===== src/rtl/maj_pkg.sv =====
// Shared constants, stored-entry layout and popcount helper for the streaming
// 4-input majority voter.
package maj_pkg;

  localparam int W_DEF     = 4;
  localparam int DEPTH_DEF = 4;
  localparam int CNT_W_DEF = 16;

  // Stored entry: tie mask in the upper W bits, majority in the lower W bits.
  typedef struct packed {
    logic [W_DEF-1:0] tie;
    logic [W_DEF-1:0] maj;
  } entry_t;

  function automatic logic [2:0] popcnt4(input logic a, input logic b,
                                         input logic c, input logic d);
    popcnt4 = {2'b00, a} + {2'b00, b} + {2'b00, c} + {2'b00, d};
  endfunction

endpackage


===== src/rtl/majority_vote_stream_if.sv =====
// Operand and result valid/ready channels of the majority voter.
// The master side drives operands and consumes results; the slave side is the voter.
interface majority_vote_stream_if
  import maj_pkg::*;
#(
  parameter int W = W_DEF
) ();

  logic         in_valid;
  logic         in_ready;
  logic [W-1:0] a;
  logic [W-1:0] b;
  logic [W-1:0] c;
  logic [W-1:0] d;
  logic         out_valid;
  logic         out_ready;
  logic [W-1:0] out_data;
  logic [W-1:0] out_tie;

  modport master (
    output in_valid, a, b, c, d, out_ready,
    input  in_ready, out_valid, out_data, out_tie
  );

  modport slave (
    input  in_valid, a, b, c, d, out_ready,
    output in_ready, out_valid, out_data, out_tie
  );

endinterface


===== src/rtl/maj_fifo.sv =====
// Synchronous FIFO with synchronous flush, occupancy count and async active-low reset.
// Push into a full FIFO and pop from an empty FIFO are ignored.
module maj_fifo #(
  parameter int PW    = 8,
  parameter int DEPTH = 4
) (
  input  logic                       CLK,
  input  logic                       RST_N,
  input  logic                       flush,
  input  logic                       push,
  input  logic                       pop,
  input  logic [PW-1:0]              din,
  output logic [PW-1:0]              dout,
  output logic [$clog2(DEPTH):0]     count
);

  localparam int AW = $clog2(DEPTH);
  localparam int CW = AW + 1;
  localparam logic [CW-1:0] DEPTH_C = CW'(DEPTH);

  logic [PW-1:0] mem_r [DEPTH];
  logic [AW-1:0] wr_ptr_r;
  logic [AW-1:0] rd_ptr_r;
  logic [CW-1:0] count_r;
  logic          push_s;
  logic          pop_s;

  assign push_s = push && !flush && (count_r < DEPTH_C);
  assign pop_s  = pop && !flush && (count_r != '0);

  // Pointer and occupancy tracking; flush empties the FIFO in one edge.
  always_ff @(posedge CLK or negedge RST_N) begin
    if (!RST_N) begin
      wr_ptr_r <= '0;
      rd_ptr_r <= '0;
      count_r  <= '0;
    end else if (flush) begin
      wr_ptr_r <= '0;
      rd_ptr_r <= '0;
      count_r  <= '0;
    end else begin
      if (push_s) wr_ptr_r <= wr_ptr_r + AW'(1);
      if (pop_s)  rd_ptr_r <= rd_ptr_r + AW'(1);
      case ({push_s, pop_s})
        2'b10:   count_r <= count_r + CW'(1);
        2'b01:   count_r <= count_r - CW'(1);
        default: count_r <= count_r;
      endcase
    end
  end

  // Storage array, cleared on reset so the head reads zero while empty after reset.
  always_ff @(posedge CLK or negedge RST_N) begin
    if (!RST_N) begin
      for (int i = 0; i < DEPTH; i++) mem_r[i] <= '0;
    end else if (push_s) begin
      mem_r[wr_ptr_r] <= din;
    end
  end

  assign dout  = mem_r[rd_ptr_r];
  assign count = count_r;

endmodule


===== src/rtl/majority_vote_stream.sv =====
// Streaming 4-input bitwise majority voter with tie mask and result FIFO.
// Optional MAJ_TIE_CNT_EN adds tie_cnt, counting accepts with a nonzero tie mask.
module majority_vote_stream
  import maj_pkg::*;
#(
  parameter int W     = W_DEF,
  parameter int DEPTH = DEPTH_DEF,
  parameter int CNT_W = CNT_W_DEF
) (
  input  logic                  CLK,
  input  logic                  RST_N,
  input  logic                  flush,
  majority_vote_stream_if.slave bus,
  output logic [CNT_W-1:0]      vote_cnt
`ifdef MAJ_TIE_CNT_EN
  ,
  output logic [CNT_W-1:0]      tie_cnt
`endif
);

  localparam int AW = $clog2(DEPTH);
  localparam int CW = AW + 1;
  localparam logic [CW-1:0] DEPTH_C = CW'(DEPTH);

  logic [W-1:0]     maj_s;
  logic [W-1:0]     tie_s;
  logic [2:0]       n_s;
  logic [2*W-1:0]   head_s;
  logic [CW-1:0]    count_s;
  logic             ready_en_r;
  logic             in_ready_s;
  logic             accept_s;
  logic             pop_s;
  logic [CNT_W-1:0] vote_cnt_r;

  // Per-bit vote of the incoming operand set.
  always_comb begin
    maj_s = '0;
    tie_s = '0;
    n_s   = 3'd0;
    for (int i = 0; i < W; i++) begin
      n_s      = popcnt4(bus.a[i], bus.b[i], bus.c[i], bus.d[i]);
      maj_s[i] = (n_s >= 3'd3);
      tie_s[i] = (n_s == 3'd2);
    end
  end

  // Holds in_ready low until the first edge after reset release.
  always_ff @(posedge CLK or negedge RST_N) begin
    if (!RST_N) ready_en_r <= 1'b0;
    else        ready_en_r <= 1'b1;
  end

  // Ready depends on registered occupancy only, so a full FIFO refuses input even when popping.
  assign in_ready_s = ready_en_r && (count_s < DEPTH_C);
  assign accept_s   = bus.in_valid && in_ready_s && !flush;
  assign pop_s      = bus.out_valid && bus.out_ready;

  maj_fifo #(
    .PW    (2 * W),
    .DEPTH (DEPTH)
  ) u_fifo (
    .CLK   (CLK),
    .RST_N (RST_N),
    .flush (flush),
    .push  (accept_s),
    .pop   (pop_s),
    .din   ({tie_s, maj_s}),
    .dout  (head_s),
    .count (count_s)
  );

  // Accepted-vector counter; a flushed accept never reaches here.
  always_ff @(posedge CLK or negedge RST_N) begin
    if (!RST_N)        vote_cnt_r <= '0;
    else if (accept_s) vote_cnt_r <= vote_cnt_r + CNT_W'(1);
  end

  assign bus.in_ready  = in_ready_s;
  assign bus.out_valid = (count_s != '0);
  assign bus.out_data  = head_s[W-1:0];
  assign bus.out_tie   = head_s[2*W-1:W];
  assign vote_cnt      = vote_cnt_r;

`ifdef MAJ_TIE_CNT_EN
  logic [CNT_W-1:0] tie_cnt_r;

  // Counts accepts that carried at least one 2-of-4 tie; flush leaves it alone.
  always_ff @(posedge CLK or negedge RST_N) begin
    if (!RST_N)                 tie_cnt_r <= '0;
    else if (accept_s && |tie_s) tie_cnt_r <= tie_cnt_r + CNT_W'(1);
  end

  assign tie_cnt = tie_cnt_r;
`endif

endmodule


===== src/flat_wrapper.sv =====
// flat-port wrapper written by rule: the top's interface ports become plain ports
module majority_vote_stream_flat import maj_pkg::*;
#(
  parameter int W     = W_DEF,
  parameter int DEPTH = DEPTH_DEF,
  parameter int CNT_W = CNT_W_DEF
)
  (CLK, RST_N, flush, vote_cnt, bus_in_valid, bus_a, bus_b, bus_c, bus_d, bus_out_ready, bus_in_ready, bus_out_valid, bus_out_data, bus_out_tie);
  majority_vote_stream_if #(.W(W)) bus_i ();
  input  logic CLK;
  input  logic RST_N;
  input  logic flush;
  output logic [CNT_W-1:0] vote_cnt;
  input wire logic [$bits(bus_i.in_valid)-1:0] bus_in_valid;
  input wire logic [$bits(bus_i.a)-1:0] bus_a;
  input wire logic [$bits(bus_i.b)-1:0] bus_b;
  input wire logic [$bits(bus_i.c)-1:0] bus_c;
  input wire logic [$bits(bus_i.d)-1:0] bus_d;
  input wire logic [$bits(bus_i.out_ready)-1:0] bus_out_ready;
  output wire logic [$bits(bus_i.in_ready)-1:0] bus_in_ready;
  output wire logic [$bits(bus_i.out_valid)-1:0] bus_out_valid;
  output wire logic [$bits(bus_i.out_data)-1:0] bus_out_data;
  output wire logic [$bits(bus_i.out_tie)-1:0] bus_out_tie;
  assign bus_i.in_valid = bus_in_valid;
  assign bus_i.a = bus_a;
  assign bus_i.b = bus_b;
  assign bus_i.c = bus_c;
  assign bus_i.d = bus_d;
  assign bus_i.out_ready = bus_out_ready;
  assign bus_in_ready = bus_i.in_ready;
  assign bus_out_valid = bus_i.out_valid;
  assign bus_out_data = bus_i.out_data;
  assign bus_out_tie = bus_i.out_tie;
  majority_vote_stream #(.W(W), .DEPTH(DEPTH), .CNT_W(CNT_W)) u_core (.CLK(CLK), .RST_N(RST_N), .flush(flush), .bus(bus_i), .vote_cnt(vote_cnt));
endmodule

===== config.mk =====
export PLATFORM = sky130hd
export DESIGN_NAME = majority_vote_stream_flat
export DESIGN_NICKNAME = d
export VERILOG_FILES = /design/src/rtl/maj_pkg.sv /design/src/rtl/majority_vote_stream_if.sv /design/src/rtl/maj_fifo.sv /design/src/rtl/majority_vote_stream.sv /design/src/flat_wrapper.sv
export SDC_FILE = /design/constraint.sdc
export NUM_CORES = 1
export LEC_CHECK = 0
export CAP_MARGIN = 20
export CORE_UTILIZATION = 35
export DETAILED_ROUTE_END_ITERATION = 16
export GPL_TIMING_DRIVEN = 0
export PLACE_DENSITY = 0.55
export SLEW_MARGIN = 20
export SYNTH_ARGS = -nofsm -noshare
export SYNTH_HDL_FRONTEND = slang
export SYNTH_HIERARCHICAL = 1
export SYNTH_SLANG_ARGS = --single-unit

===== constraint.sdc =====
create_clock -name CLK -period 3.62 [get_ports CLK]
set_input_delay 0.724 -clock CLK [delete_from_list [all_inputs] [get_ports CLK]]
set_output_delay 0.724 -clock CLK [all_outputs]
set_load 0.01 [all_outputs]

==> run_results.csv <==
group,metric,value,unit
run_status,status,"completed",
power,ir_worst_vdd,0.171,mV
worst_setup_path,cp-end-kind,"flip-flop",
hold_path,hold_class,"in -> async",
power,leakagePower,1.76,nW
power,p_per_area,417,nW/um^2
synth,synth.net_count,259,
worst_setup_path,path_common_cell,"buf_6",
die,die_h,96.1,um
synth,ys_seq_area_share,45.2,%
synth,synth_area_per_cell,14.1,sq um
global_routing,grt_overflow_total,0,
power,p_clk_share,26.0,%
detailed_routing,drt-pass1-iter-count,4,
synth,ys_ff_latch,56,
worst_setup_path,cp_slowest_cell,"or4b_1",
clock_tree,ctsResizeCount,0,
clock_tree,clk_pin_slew_worst_paths,0.10,ns
worst_setup_path,cp_num_buf_inv,4,
finish,layout_commonest_cell,"dfrtp_1",
die,core_area,8380,sq um
clock_tree,root_buffer,"clkbuf_8",
worst_setup_path,reg2reg_setup_slack,0.62,ns
finish,final_cell_mix,"56 x dfrtp_1, 45 x clkdlybuf4s50_1, 32 x mux2_4, 13 x ha_1",
finish,final_area,3830,sq um
global_routing,grt_start_max_net_pins,47,
die,die_area,9240,sq um
clock_tree,postCtsSetupBuffers,0,
clock_tree,clk_path_buf_depth,2,
sta,hold_violations,0,
power,p_sw_share,26.7,%
worst_setup_path,crit_required,3.86,ns
clock_tree,cts_tree,"built",
clock_tree,numCtsBuffers,5,
detailed_routing,viasPerCell,4.74,
place,portBuffers,46,
detailed_routing,wire_per_inst,14.5,um
clock_tree,hold_buffers,0,
sta,setup_tns,0,ns
worst_setup_path,timing.rr.start,"u_core/u_fifo/count[2]",
worst_setup_path,critPathKind,"in -> reg",
sta,slew_headroom,56.3,%
detailed_routing,ant_nets,0,
power,p_comb_share,26.5,%
global_routing,grt_pass1_wl,9270,um
synth,synthDistinctLibCells,41,
die,initial_core_util,37.0,%
finish,utilization,45.7,%
global_routing,grt_pass1_vias,1868,
place,dpl_cell_area,3720,sq um
worst_setup_path,reg2reg_depth,11,
sta,fin_crit,3.18,ns
sta,setup_viol,0,
global_routing,grt_usage,13.2,%
worst_setup_path,critPathTopFamily,"simple AND/OR/NAND/NOR gates",
die,io_pins,47,
worst_setup_path,crit_fanout,9,
finish,layout.nets,313,
worst_setup_path,start_kind,"input pin",
detailed_routing,via_count,1801,
sta,grt_setup_unrepaired,"no",
synth,yosys_warnings,6,
worst_setup_path,crit_chain,"clkdlybuf4s50_1 -> nand4bb_1 -> buf_6 -> inv_1 -> nand2b_1 -> buf_6 -> and2_1 -> fa_1 -> or4b_1 -> o22ai_1 -> a21oi_1 -> nor2_1",
worst_setup_path,critPathMaxStageDelay,0.54,ns
place,gp_congestion,0.719,
detailed_routing,drt_iter0_drc,21,
synth,synth_area,3100,sq um
clock_tree,htreeDepth,2,
place,hpwl,3900,um
die,die_x,96.1,um
run,cap_viol_max_count,0,
worst_setup_path,crit_arrival,3.42,ns
finish,drive_gt1_share,25.8,%
synth,netlist_instances,220,
finish,synthToLayoutAreaGrowth,23.5,%
clock_tree,clock_sinks,56,
finish,antenna_cells,0,
sta,skew,0.0117,ns
sta,fin_crit_sh,87.8,%
power,switchingPower,0.000426,W
die,row_count,33,
sta,final_max_slew_viol_count,0,
global_routing,antenna_found_initial,0,
sta,fmax,0.314,GHz
clock_tree,clkLatencyLatePin,0.31,ns
detailed_routing,totalWireLength,5530,um
sta,tightest_slew,0.655,ns
detailed_routing,drc,0,
power,pwr-share-seq,47.5,%
worst_setup_path,reg2reg_to,"u_core/u_fifo/count[2]",
power,internal_power,0.00117,W
state kept, by name, indices dropped and copies added (netlist names):
signal,cells
u_core/ready_en_r,1
u_core/u_fifo/rd_ptr_r,2
u_core/u_fifo/mem_r,32
u_core/u_fifo/wr_ptr_r,2
u_core/vote_cnt,16
u_core/u_fifo/count,3
cells by family after synthesis:
group | count (synthesis) | share of synthesized area [%]
compound gates | 13 | 2.83
flops | 56 | 45.2
simple gates | 56 | 12.4
mux | 44 | 22.6
xor+xnor | 17 | 4.80
other cells | 1 | 0.121
buf+inv | 15 | 3.59
fa+ha+maj | 18 | 8.47
metal layers:
layer / vias up / GRT usage [%] / wire length, um
li1: 879 / - / -
met1: 894 / 18.6 / 2670
met2: 24 / 21.0 / 2670
met3: 4 / 2.84 / 159
met4: 0 / 2.61 / 36
met5: - / 0 / 0
power by group through the flow:
stage / sequential, W / combinational, W / clock, W
global placement: 0.000772 / 0.000424 / 0
floorplan: 0.000765 / 0.000239 / 0
detailed placement: 0.000771 / 0.000433 / 0
finish: 0.000758 / 0.000424 / 0.000415
global route: 0.000769 / 0.000468 / 0.000462
CTS: 0.000759 / 0.000434 / 0.000435
synth_stat cells:
library cell | number | area (sq um)
nand3_1 | 6 | 30.0
xor2_1 | 5 | 43.8
buf_6 | 7 | 78.8
or2_2 | 1 | 6.26
and2_4 | 4 | 35.0
or3_2 | 1 | 7.51
or4b_1 | 2 | 20.0
fa_1 | 5 | 100
nand2_1 | 12 | 45.0
nand4bb_1 | 1 | 11.3
nand4b_1 | 1 | 8.76
and2b_2 | 1 | 8.76
nand4_4 | 1 | 21.3
ha_1 | 13 | 163
and3_1 | 1 | 6.26
inv_1 | 5 | 18.8
mux4_2 | 8 | 180
nor2_2 | 1 | 6.26
nor3b_1 | 4 | 30.0
nand3b_1 | 1 | 7.51
clkbuf_1 | 1 | 3.75
dfrtp_1 | 56 | 1400
nor2_1 | 7 | 26.3
nor2_4 | 1 | 11.3
nor4_4 | 2 | 42.5
a21oi_1 | 4 | 20.0
and2_1 | 2 | 12.5
mux2_4 | 32 | 480
a21o_1 | 5 | 37.5
nor2b_1 | 1 | 6.26
conb_1 | 1 | 3.75
mux2i_1 | 4 | 40.0
o22ai_1 | 1 | 6.26
xnor2_1 | 12 | 105
nand2b_1 | 4 | 25.0
and4_1 | 1 | 8.76
and3_2 | 1 | 7.51
buf_2 | 2 | 10.0
o21ai_0 | 1 | 5.00
o2bb2a_1 | 1 | 10.0
o221ai_1 | 1 | 8.76
area by class of cell:
cell class	count	area, sq um
Fill cell	777	4550
Buffer	10	92.6
Timing Repair Buffer	47	485
Clock buffer	6	72.6
Sequential cell	56	1400
Multi-Input combinational cell	149	1590
Inverter	5	18.8
Tap cell	105	131
Clock inverter	2	38.8
metrics by stage:
step                total power, W  setup slack, ns  hold slack [ns]  instances
finish                     0.00160            0.440            0.245        380
CTS                        0.00163            0.473            0.242        380
detailed placement         0.00120            0.152            0.471        372
floorplan                  0.00100            0.830            0.428        220
global placement           0.00120           -0.141            0.464        371
global route               0.00170            0.277            0.231        380
worst max-delay path by stage:
stage,cells past startpoint,slack (ns),end,from
finish,12,0.44,u_core/u_fifo/count[2],flush
global route,12,0.28,u_core/u_fifo/count[2],flush
CTS,12,0.47,u_core/u_fifo/count[2],flush
detailed placement,12,0.15,u_core/u_fifo/count[2],flush
global placement,1,-0.14,u_core/vote_cnt[13],RST_N
floorplan,11,0.83,u_core/u_fifo/count[2],u_core/u_fifo/count[2]
(Power assumes the default switching activity.)
==> patch (same settings) <==
Set the package constant `DEPTH_DEF` to 2 (it was 4).
--- a/src/rtl/maj_pkg.sv
+++ b/src/rtl/maj_pkg.sv
@@ -5,3 +5,3 @@
   localparam int W_DEF     = 4;
-  localparam int DEPTH_DEF = 4;
+  localparam int DEPTH_DEF = 2;
   localparam int CNT_W_DEF = 16;
Function: changed (Yosys sat finds a counterexample within 4 cycles, from zero or initial values and one cycle with RST_N low).
==> patch against the original RTL <==
Power down 28%; combinational power down 16%; routed wire length down 35%; utilization up 3.8 points; area after synthesis down 37%; worst setup slack better by 0.47 ns; design area down 32%; critical path depth down 9; sequential cell count down 19; die area down 37%; largest cell class unchanged.
==> patch: results (changes against the original RTL) <==
Status
  – Status: completed

Worst setup path
  – CP Capture Point: bus_out_data[2]
  – Worst r2r src: u_core/u_fifo/count[1]
  – Worst Path Arrival: 1.98 ns (-1.44 ns)
  – Slowest stage delay, CP: 0.48 ns (-0.06 ns)
  – FF-to-FF End: u_core/u_fifo/mem_r[7]
  – Worst R2R Path Depth: 5 (-6)
  – Flop2flop setup slack: 1.70 ns (+1.08 ns)

Logic synthesis
  – Syn nets: 181 (-30%)
  – XOR/XNOR Fraction of Synth Area: 7.67% (+2.9 points)
  – Synth top area cells: dfrtp_1 (48%), mux2_2 (15%), ha_1 (5.8%)
  – Most instantiated cells after synthesis: dfrtp_1 (37), mux2_2 (26), xnor2_1 (11)
  – Post-synthesis sequential area ratio: 47.7% (+2.5 points)
  – Distinct cells, synth: 34 (-17%)
  – Synth Area in Adders: 9.93% (+1.5 points)
  – Proportion of synthesized area in mux cells: 15.1% (-7.5 points)

Global routing
  – Vias in the first global route: 1341 (-28%)
  – Largest net degree at the start of global routing: 24 (-49%)
  – First-pass GRT wire length: 6.27 mm (-32%)
  – Total GRT Usage: 13.6% (+0.39 points)

Drt
  – Detailed Routing Iterations Pass 1: 3 (-1)
  – Detailed Route WL: 3.61 mm (-35%)
  – Drt initial violations: 12 (-43%)
  – Routed vias/inst: 4.82 (+1.8%)

Timing
  – Fmax: 0.369 GHz (+17%)
  – Clk_skew: 0.00556 ns (-0.00614 ns)
  – Slew Limit Headroom: 58.9% (+2.5 points)

Final layout
  – Share of cells above drive strength 1: 23.3% (-2.6 points)

Placed design
  – Worst slack, placed: 0.913 ns (+0.761 ns)
  – Routability cong.: 0.727 (+1.1%)
  – DP HPWL: 2.70 mm (-31%)
  – Placed cell area: 2510 sq um (-32%)

Power and ir drop
  – Leak: 1.18 nW (-33%)
  – Worst vdd ir: 0.262 mV (+53%)
==> patch: per-stage QoR <==
step / instances / power [mW]
3_3_place_gp: 263 / 0.883
3_5_place_dp: 264 / 0.896
6_report: 272 / 1.15
2_1_floorplan: 147 / 0.713
5_1_grt: 272 / 1.23
4_1_cts: 272 / 1.18
==> patch: worst min path at each step <==
stage / to / slack, ns / cells past startpoint
after floorplan: u_core/ready_en_r / 0.43 / 0
after global placement: u_core/vote_cnt[15] / 0.47 / 1
after detailed placement: u_core/vote_cnt[15] / 0.47 / 1
after CTS: u_core/u_fifo/mem_r[2] / 0.36 / 1
after global routing: u_core/ready_en_r / 0.37 / 1
final: u_core/u_fifo/mem_r[2] / 0.36 / 1
==> patch: final cells by class <==
class	count	area, sq um
well taps	70	87.6
plain buffers	3	20.0
multi-input cells	106	991
flip-flops and latches	37	926
clock buffers	8	80.1
repair buffers	47	483
inverters	1	3.75
fillers	501	2650
==> patch: cell families after synthesis <==
group / after synthesis
and+or+nand+nor: 41
AOI/OAI and AO/OA: 8
xor gates and xnor gates: 17
muxes: 26
buffers and inverters: 4
DFF: 37
other: 1
adders and majority gates: 13
==> patch: layer usage <==
layer  vias up  track usage [%]  routed length (microns)  part of all wire (%)
met5         -                0                        0                     0
met4         0             4.04                       39                   1.1
met3         6             4.31                      204                   5.6
met2        31             24.0                     1810                    50
met1       653             15.7                     1570                    43
li1        622                -                        -                     -
==> patch: critical path: cells and delay by family, from the launching register on <==
kind,cells,cell delay [ns]
mux,1,0.42
flops,1,0.32
buf+inv,2,0.96
==> patch: power breakdown <==
| part | internal [mW] | switching, mW | total [mW] |
|---|---|---|---|
| clock | 0.137 | 0.134 | 0.271 |
| sequential | 0.480 | 0.0474 | 0.528 |
| combinational | 0.222 | 0.134 | 0.355 |
| total | 0.839 | 0.315 | 1.15 |
